`config.mk`:
```
export PLATFORM = sky130hd
export DESIGN_NAME = pa_soc_wbu
export DESIGN_NICKNAME = d
export VERILOG_FILES = /design/src/rtl/pa_soc_wbu_pkg.sv /design/src/rtl/pa_soc_wbu_ldext.sv /design/src/rtl/pa_soc_wbu.sv
export SDC_FILE = /design/constraint.sdc
export NUM_CORES = 1
export LEC_CHECK = 0
export BUFFER_PORTS_ARGS = -buffer_cell sky130_fd_sc_hd__buf_2
export CAP_MARGIN = 15
export CORE_UTILIZATION = 40
export DETAILED_ROUTE_END_ITERATION = 7
export GPL_ROUTABILITY_DRIVEN = 0
export HOLD_SLACK_MARGIN = 0.12
export PLACE_DENSITY = 0.7
export SYNTH_ARGS = -nofsm -noshare
export SYNTH_HDL_FRONTEND = slang
export SYNTH_SLANG_ARGS = --single-unit
export TNS_END_PERCENT = 30
```
`constraint.sdc`:
```
create_clock -name clk_i -period 4.1 [get_ports clk_i]
set_clock_uncertainty 0.05 [all_clocks]
set_input_delay 0.205 -clock clk_i [delete_from_list [all_inputs] [get_ports clk_i]]
set_output_delay 0.205 -clock clk_i [all_outputs]
set_load 0.005 [all_outputs]
```
`src/rtl/pa_soc_wbu_pkg.sv`:
```
// Shared FSM encodings and load-size codes for the writeback unit.
package pa_soc_wbu_pkg;

  typedef enum logic {
    WBU_IDLE = 1'b0,
    WBU_WAIT = 1'b1
  } wbu_state_e;

  localparam logic [1:0] LD_SIZE_BYTE = 2'd0;
  localparam logic [1:0] LD_SIZE_HALF = 2'd1;
  localparam logic [1:0] LD_SIZE_WORD = 2'd2;
  localparam logic [1:0] LD_SIZE_RSVD = 2'd3;

  // Reserved size, odd halfword or unaligned word.
  function automatic logic ld_bad(input logic [1:0] size, input logic [1:0] lo);
    return (size == LD_SIZE_RSVD) ||
           (size == LD_SIZE_HALF && lo[0]) ||
           (size == LD_SIZE_WORD && lo != 2'd0);
  endfunction

endpackage

```
`src/rtl/pa_soc_wbu_ldext.sv`:
```
// Load lane extraction: selects byte/half/word from a little-endian word and
// sign- or zero-extends it; flags illegal size/alignment combinations.
module pa_soc_wbu_ldext
  import pa_soc_wbu_pkg::*;
#(
  parameter int DATA_W = 32
) (
  input  logic [1:0]        size,
  input  logic              sign,
  input  logic [1:0]        lo,
  input  logic [DATA_W-1:0] word,
  output logic [DATA_W-1:0] data,
  output logic              err
);

  logic [7:0]  byte_lane;
  logic [15:0] half_lane;

  assign byte_lane = word[{lo, 3'b000} +: 8];
  assign half_lane = word[{lo[1], 4'b0000} +: 16];
  assign err       = ld_bad(size, lo);

  always_comb begin
    data = word;
    case (size)
      LD_SIZE_BYTE: data = {{(DATA_W-8){sign & byte_lane[7]}}, byte_lane};
      LD_SIZE_HALF: data = {{(DATA_W-16){sign & half_lane[15]}}, half_lane};
      default:      data = word;
    endcase
  end

endmodule

```
`src/rtl/pa_soc_wbu.sv`:
```
// Writeback unit: merges ALU results and one outstanding load onto the register-file
// write port. Define PA_SOC_WBU_FWD_EN to add the forwarding/hazard ports.
module pa_soc_wbu
  import pa_soc_wbu_pkg::*;
#(
  parameter int DATA_W = 32,
  parameter int REG_AW = 5
) (
  input  logic              clk_i,
  input  logic              rst_n_i,
  input  logic              exu_vld,
  output logic              exu_rdy,
  input  logic [REG_AW-1:0] exu_rd_addr,
  input  logic [DATA_W-1:0] exu_rd_data,
  input  logic              ld_req_vld,
  output logic              ld_req_rdy,
  input  logic [REG_AW-1:0] ld_rd_addr,
  input  logic [1:0]        ld_size,
  input  logic              ld_sign,
  input  logic [1:0]        ld_addr_lo,
  input  logic              mem_rsp_vld,
  input  logic [DATA_W-1:0] mem_rsp_data,
  output logic              ld_err,
`ifdef PA_SOC_WBU_FWD_EN
  input  logic [REG_AW-1:0] fwd_rs1_addr,
  input  logic [REG_AW-1:0] fwd_rs2_addr,
  output logic              fwd_rs1_hit,
  output logic              fwd_rs2_hit,
  output logic [DATA_W-1:0] fwd_data,
  output logic              hazard_o,
`endif
  output logic [REG_AW-1:0] rd_addr,
  output logic [DATA_W-1:0] rd_data,
  output logic              rd_data_vld
);

  wbu_state_e        state_reg, state_next;
  logic [REG_AW-1:0] pend_rd_reg;
  logic [1:0]        pend_size_reg, pend_lo_reg;
  logic              pend_sign_reg;
  logic              capture;

  logic [REG_AW-1:0] rd_addr_reg, rd_addr_next;
  logic [DATA_W-1:0] rd_data_reg, rd_data_next;
  logic              rd_vld_reg, rd_vld_next;
  logic              ld_err_reg, ld_err_next;

  // The extractor checks the incoming request in IDLE and decodes the response in WAIT.
  logic              in_wait;
  logic [1:0]        ext_size, ext_lo;
  logic              ext_sign, ext_err;
  logic [DATA_W-1:0] ext_data;

  assign in_wait  = (state_reg == WBU_WAIT);
  assign ext_size = in_wait ? pend_size_reg : ld_size;
  assign ext_lo   = in_wait ? pend_lo_reg   : ld_addr_lo;
  assign ext_sign = in_wait ? pend_sign_reg : ld_sign;

  pa_soc_wbu_ldext #(.DATA_W(DATA_W)) u_ldext (
    .size (ext_size),
    .sign (ext_sign),
    .lo   (ext_lo),
    .word (mem_rsp_data),
    .data (ext_data),
    .err  (ext_err)
  );

  always_comb begin
    state_next   = state_reg;
    exu_rdy      = 1'b1;
    ld_req_rdy   = 1'b0;
    capture      = 1'b0;
    rd_addr_next = rd_addr_reg;
    rd_data_next = rd_data_reg;
    rd_vld_next  = 1'b0;
    ld_err_next  = 1'b0;
    case (state_reg)
      WBU_IDLE: begin
        ld_req_rdy = 1'b1;
        if (ld_req_vld) begin
          if (ext_err) begin
            ld_err_next = 1'b1;
          end else begin
            capture    = 1'b1;
            state_next = WBU_WAIT;
          end
        end
      end
      WBU_WAIT: begin
        if (mem_rsp_vld) begin
          exu_rdy      = 1'b0;
          state_next   = WBU_IDLE;
          rd_vld_next  = (pend_rd_reg != '0);
          rd_addr_next = pend_rd_reg;
          rd_data_next = ext_data;
        end else if (pend_rd_reg != '0 && exu_rd_addr == pend_rd_reg) begin
          exu_rdy = 1'b0;
        end
      end
      default: state_next = WBU_IDLE;
    endcase
    if (exu_vld && exu_rdy) begin
      rd_vld_next  = (exu_rd_addr != '0);
      rd_addr_next = exu_rd_addr;
      rd_data_next = exu_rd_data;
    end
  end

  always_ff @(posedge clk_i or negedge rst_n_i) begin
    if (!rst_n_i) begin
      state_reg <= WBU_IDLE;
    end else begin
      state_reg <= state_next;
    end
  end

  always_ff @(posedge clk_i or negedge rst_n_i) begin
    if (!rst_n_i) begin
      pend_rd_reg   <= '0;
      pend_size_reg <= '0;
      pend_lo_reg   <= '0;
      pend_sign_reg <= 1'b0;
      rd_addr_reg   <= '0;
      rd_data_reg   <= '0;
      rd_vld_reg    <= 1'b0;
      ld_err_reg    <= 1'b0;
    end else begin
      if (capture) begin
        pend_rd_reg   <= ld_rd_addr;
        pend_size_reg <= ld_size;
        pend_lo_reg   <= ld_addr_lo;
        pend_sign_reg <= ld_sign;
      end
      rd_addr_reg <= rd_addr_next;
      rd_data_reg <= rd_data_next;
      rd_vld_reg  <= rd_vld_next;
      ld_err_reg  <= ld_err_next;
    end
  end

  assign rd_addr     = rd_addr_reg;
  assign rd_data     = rd_data_reg;
  assign rd_data_vld = rd_vld_reg;
  assign ld_err      = ld_err_reg;

`ifdef PA_SOC_WBU_FWD_EN
  logic [REG_AW-1:0] fwd_addr [2];
  logic [1:0]        fwd_hit, pend_hit;

  assign fwd_addr[0] = fwd_rs1_addr;
  assign fwd_addr[1] = fwd_rs2_addr;

  for (genvar gi = 0; gi < 2; gi++) begin : g_fwd
    assign fwd_hit[gi]  = rd_vld_reg && (rd_addr_reg != '0) && (fwd_addr[gi] == rd_addr_reg);
    assign pend_hit[gi] = in_wait && (pend_rd_reg != '0) && (fwd_addr[gi] == pend_rd_reg);
  end

  assign fwd_rs1_hit = fwd_hit[0];
  assign fwd_rs2_hit = fwd_hit[1];
  assign fwd_data    = rd_data_reg;
  assign hazard_o    = |pend_hit;
`endif

endmodule
```
==> flow_summary.json <==
{
  "outcome": "finished clean",
  "rsz0062_at_grt": "no",
  "synth_top_family_by_area": "compound AO/OA/AOI/OAI gates",
  "ant_nets": 0,
  "portBuffers": 124,
  "regToRegStartpoint": "in_wait$_DFF_PN0_",
  "drive_above_1_share_pct": 33.9,
  "crit_type": "register to register",
  "antenna_found_initial": 0,
  "clk_pin_slew_worst_paths_ps": 100,
  "hold_end": "pend_sign_reg$_DFFE_PN0P_",
  "slew_violations": 0,
  "synthAdderAreaFrac_pct": 0,
  "synth_top_area_share_pct": 44.1,
  "min_period_ps": 3530,
  "cts_tree": "done",
  "power_frac_seq_pct": 38.4,
  "power.share.switching_pct": 40.2,
  "synth_fp_nets": 381,
  "hold_slack_ps": 118,
  "crit_fanout": 16,
  "start_util_pct": 41.6,
  "p_switching_mw": 0.919,
  "synth_mux_area_share_pct": 9.48,
  "numCtsBuffers": 5,
  "hold_depth": 2,
  "hold_path_class": "input port to register",
  "die_y_um": 86.2,
  "num_rows": 30,
  "synth-compound-area-share_pct": 27.1,
  "dp_hpwl_um": 6380,
  "r2r_end": "rd_data[17]$_DFFE_PN0P_",
  "postSynthCellCount": 297,
  "yosysWarnings": 0,
  "crit_chain": "mux2i_4 > mux2i_2 > o22ai_2 > a211oi_4 > a22oi_1 > dlygate4sd3_1",
  "synth.distinct_cells": 46,
  "diodes": 0,
  "firstDrtPassIters": 5,
  "ioPinCount": 125,
  "syn-cell-area_mm2": 0.00284,
  "dpl.cell_count": 503,
  "worstPathRequired_ps": 4260,
  "p_per_area_mw_per_mm2": 577,
  "fin_ws_ps": 566,
  "core_area_mm2": 0.00683,
  "maxSlewHeadroom_pct": 48.7,
  "overflow": 0,
  "clock_sinks": 50,
  "wl_per_cell_um": 16.9,
  "grtUsageTotal_pct": 24.8,
  "clk_latency_ps": 310,
  "r2r_setup_slack_ps": 570,
  "cp-end-kind": "register",
  "grt_pass1_vias": 2855,
  "worst_ep_arrival_time_ps": 3690,
  "grt_max_degree": 51,
  "fin_crit_sh_pct": 86.2,
  "cts_max_path_buffers": 2,
  "postCtsSetupRepairBufs": 0,
  "leakage_nw": 1.87,
  "die_x_um": 86.2,
  "cts_resized": 0,
  "wl_um": 9250,
  "via_per_inst": 5.54,
  "postSynthAreaPerCell_um2": 9.56,
  "pre_cts_slack_ps": 1140,
  "die_area_mm2": 0.00744,
  "worstMarginPinSlew_ps": 767,
  "area_growth_pct": 39.8,
  "crit_path_top_delay_cell": "a211oi_4",
  "timing.setup.tns_ps": 0,
  "finalSetupViolCount": 0,
  "combinationalPowerShare_pct": 47.3,
  "grt_first_pass_wirelength_um": 14300,
  "yosysSeqAreaShare_pct": 44.1,
  "synth-simple-area-share_pct": 13.2,
  "hold_violations": 0,
  "drt-initial-drc-count": 212,
  "fin_nets": 534,
  "slowest_delay_ps": 720,
  "reg2regPathDepth": 6,
  "final_cell_mix": "buf_2 (124), nand2_1 (54), a21oi_1 (53)",
  "synth_top_cells_by_area": "dfrtp_1 (44%), a21oi_1 (9.3%), a22oi_1 (8.2%)",
  "via_count": 3032,
  "cts_hold_buf": 35,
  "critPathLaunchType": "register",
  "synth-seq-cells": 50,
  "synth-xor-area-share_pct": 1.54,
  "min_from": "ld_sign",
  "fmax_mhz": 283,
  "stdcell_count": 547,
  "internal-power_mw": 1.37,
  "ir_drop_v": 0.000247,
  "cts_root_buf": "clkbuf_8",
  "clkPwrFrac_pct": 14.3,
  "max_cap_violations": 0,
  "largest_reg_flops": 32,
  "final_common_cell": "buf_2",
  "route.detailed.drc": 0,
  "htreeDepth": 2,
  "synth_top_cell_by_area": "dfrtp_1"
}
## stage by stage
stage	cell area, um^2	utilization, %	power, mW
final	3970	58.1	2.29
after global routing	3970	58.1	2.45
after CTS	3950	57.8	2.28
after detailed placement	3490	51.2	1.90
after global placement	3490	51.2	1.88
after floorplan	2840	-	1.55
## critical path: cells and delay by family, from the launching register on
kind / cells / cell delay, ps
AO/OA/AOI/OAI: 3 / 1060
multiplexers: 2 / 990
flip-flops: 1 / 700
buffers and inverters: 1 / 610
## layer usage
layer / wire length, um / vias up / track usage (%)
li1: - / 1391 / -
met1: 3810 / 1462 / 33.0
met2: 4530 / 151 / 40.9
met3: 647 / 28 / 4.38
met4: 265 / 0 / 8.79
met5: 0 / - / 0
## layout make-up
type | instances | area [um^2]
Sequential cell | 50 | 1250
Clock inverter | 1 | 8.76
Timing Repair Buffer | 165 | 1030
Inverter | 2 | 7.51
Tap cell | 96 | 120
Fill cell | 634 | 2860
Clock buffer | 7 | 96.3
Multi-Input combinational cell | 226 | 1460
## cell usage after synthesis (all sizes together)
library cell	number
xor2	2
nor2	11
and3b	1
clkbuf	6
o41ai	1
buf	13
a21oi	54
nand2	54
a22oi	32
nor3	2
o41a	1
a211oi	1
mux2i	11
nand2b	2
and2	1
o31ai	1
inv	2
o21ai	12
nand4	1
nor4	1
o211ai	1
and3	1
or4	2
nor2b	3
a221oi	7
a2111oi	1
a21boi	1
dfrtp	50
nor3b	3
o21bai	2
o22ai	1
xnor2	3
a22o	1
mux2	12
## logic make-up (layout without fill, tap and decap cells)
family | after synthesis | count (layout)
compound gates | 116 | 116
xor+xnor | 5 | 5
buf+inv | 21 | 175
flops | 50 | 50
mux | 23 | 23
simple gates | 82 | 82
## worst max-delay path by stage
stage                                 start                          to  slack [ps]  depth (start not counted)
after floorplan           in_wait$_DFF_PN0_  pend_lo_reg[1]$_DFFE_PN0P_        2090                          8
after global placement    in_wait$_DFF_PN0_     rd_data[26]$_DFFE_PN0P_        1240                          5
after detailed placement  in_wait$_DFF_PN0_     rd_data[26]$_DFFE_PN0P_        1140                          5
after CTS                 in_wait$_DFF_PN0_     rd_data[19]$_DFFE_PN0P_         620                          6
after global routing      in_wait$_DFF_PN0_     rd_data[17]$_DFFE_PN0P_         380                          6
final                     in_wait$_DFF_PN0_     rd_data[17]$_DFFE_PN0P_         570                          6
## power groups by stage
stage               Clock, mW  Combinational (mW)  Sequential, mW
detailed placement          0                1.02           0.884
finish                  0.327                1.08           0.880
global route            0.353                1.19           0.907
global placement            0               0.996           0.883
CTS                     0.332                1.07           0.875
floorplan                   0               0.693           0.857
Note: power is estimated with default switching activity, not from simulation.
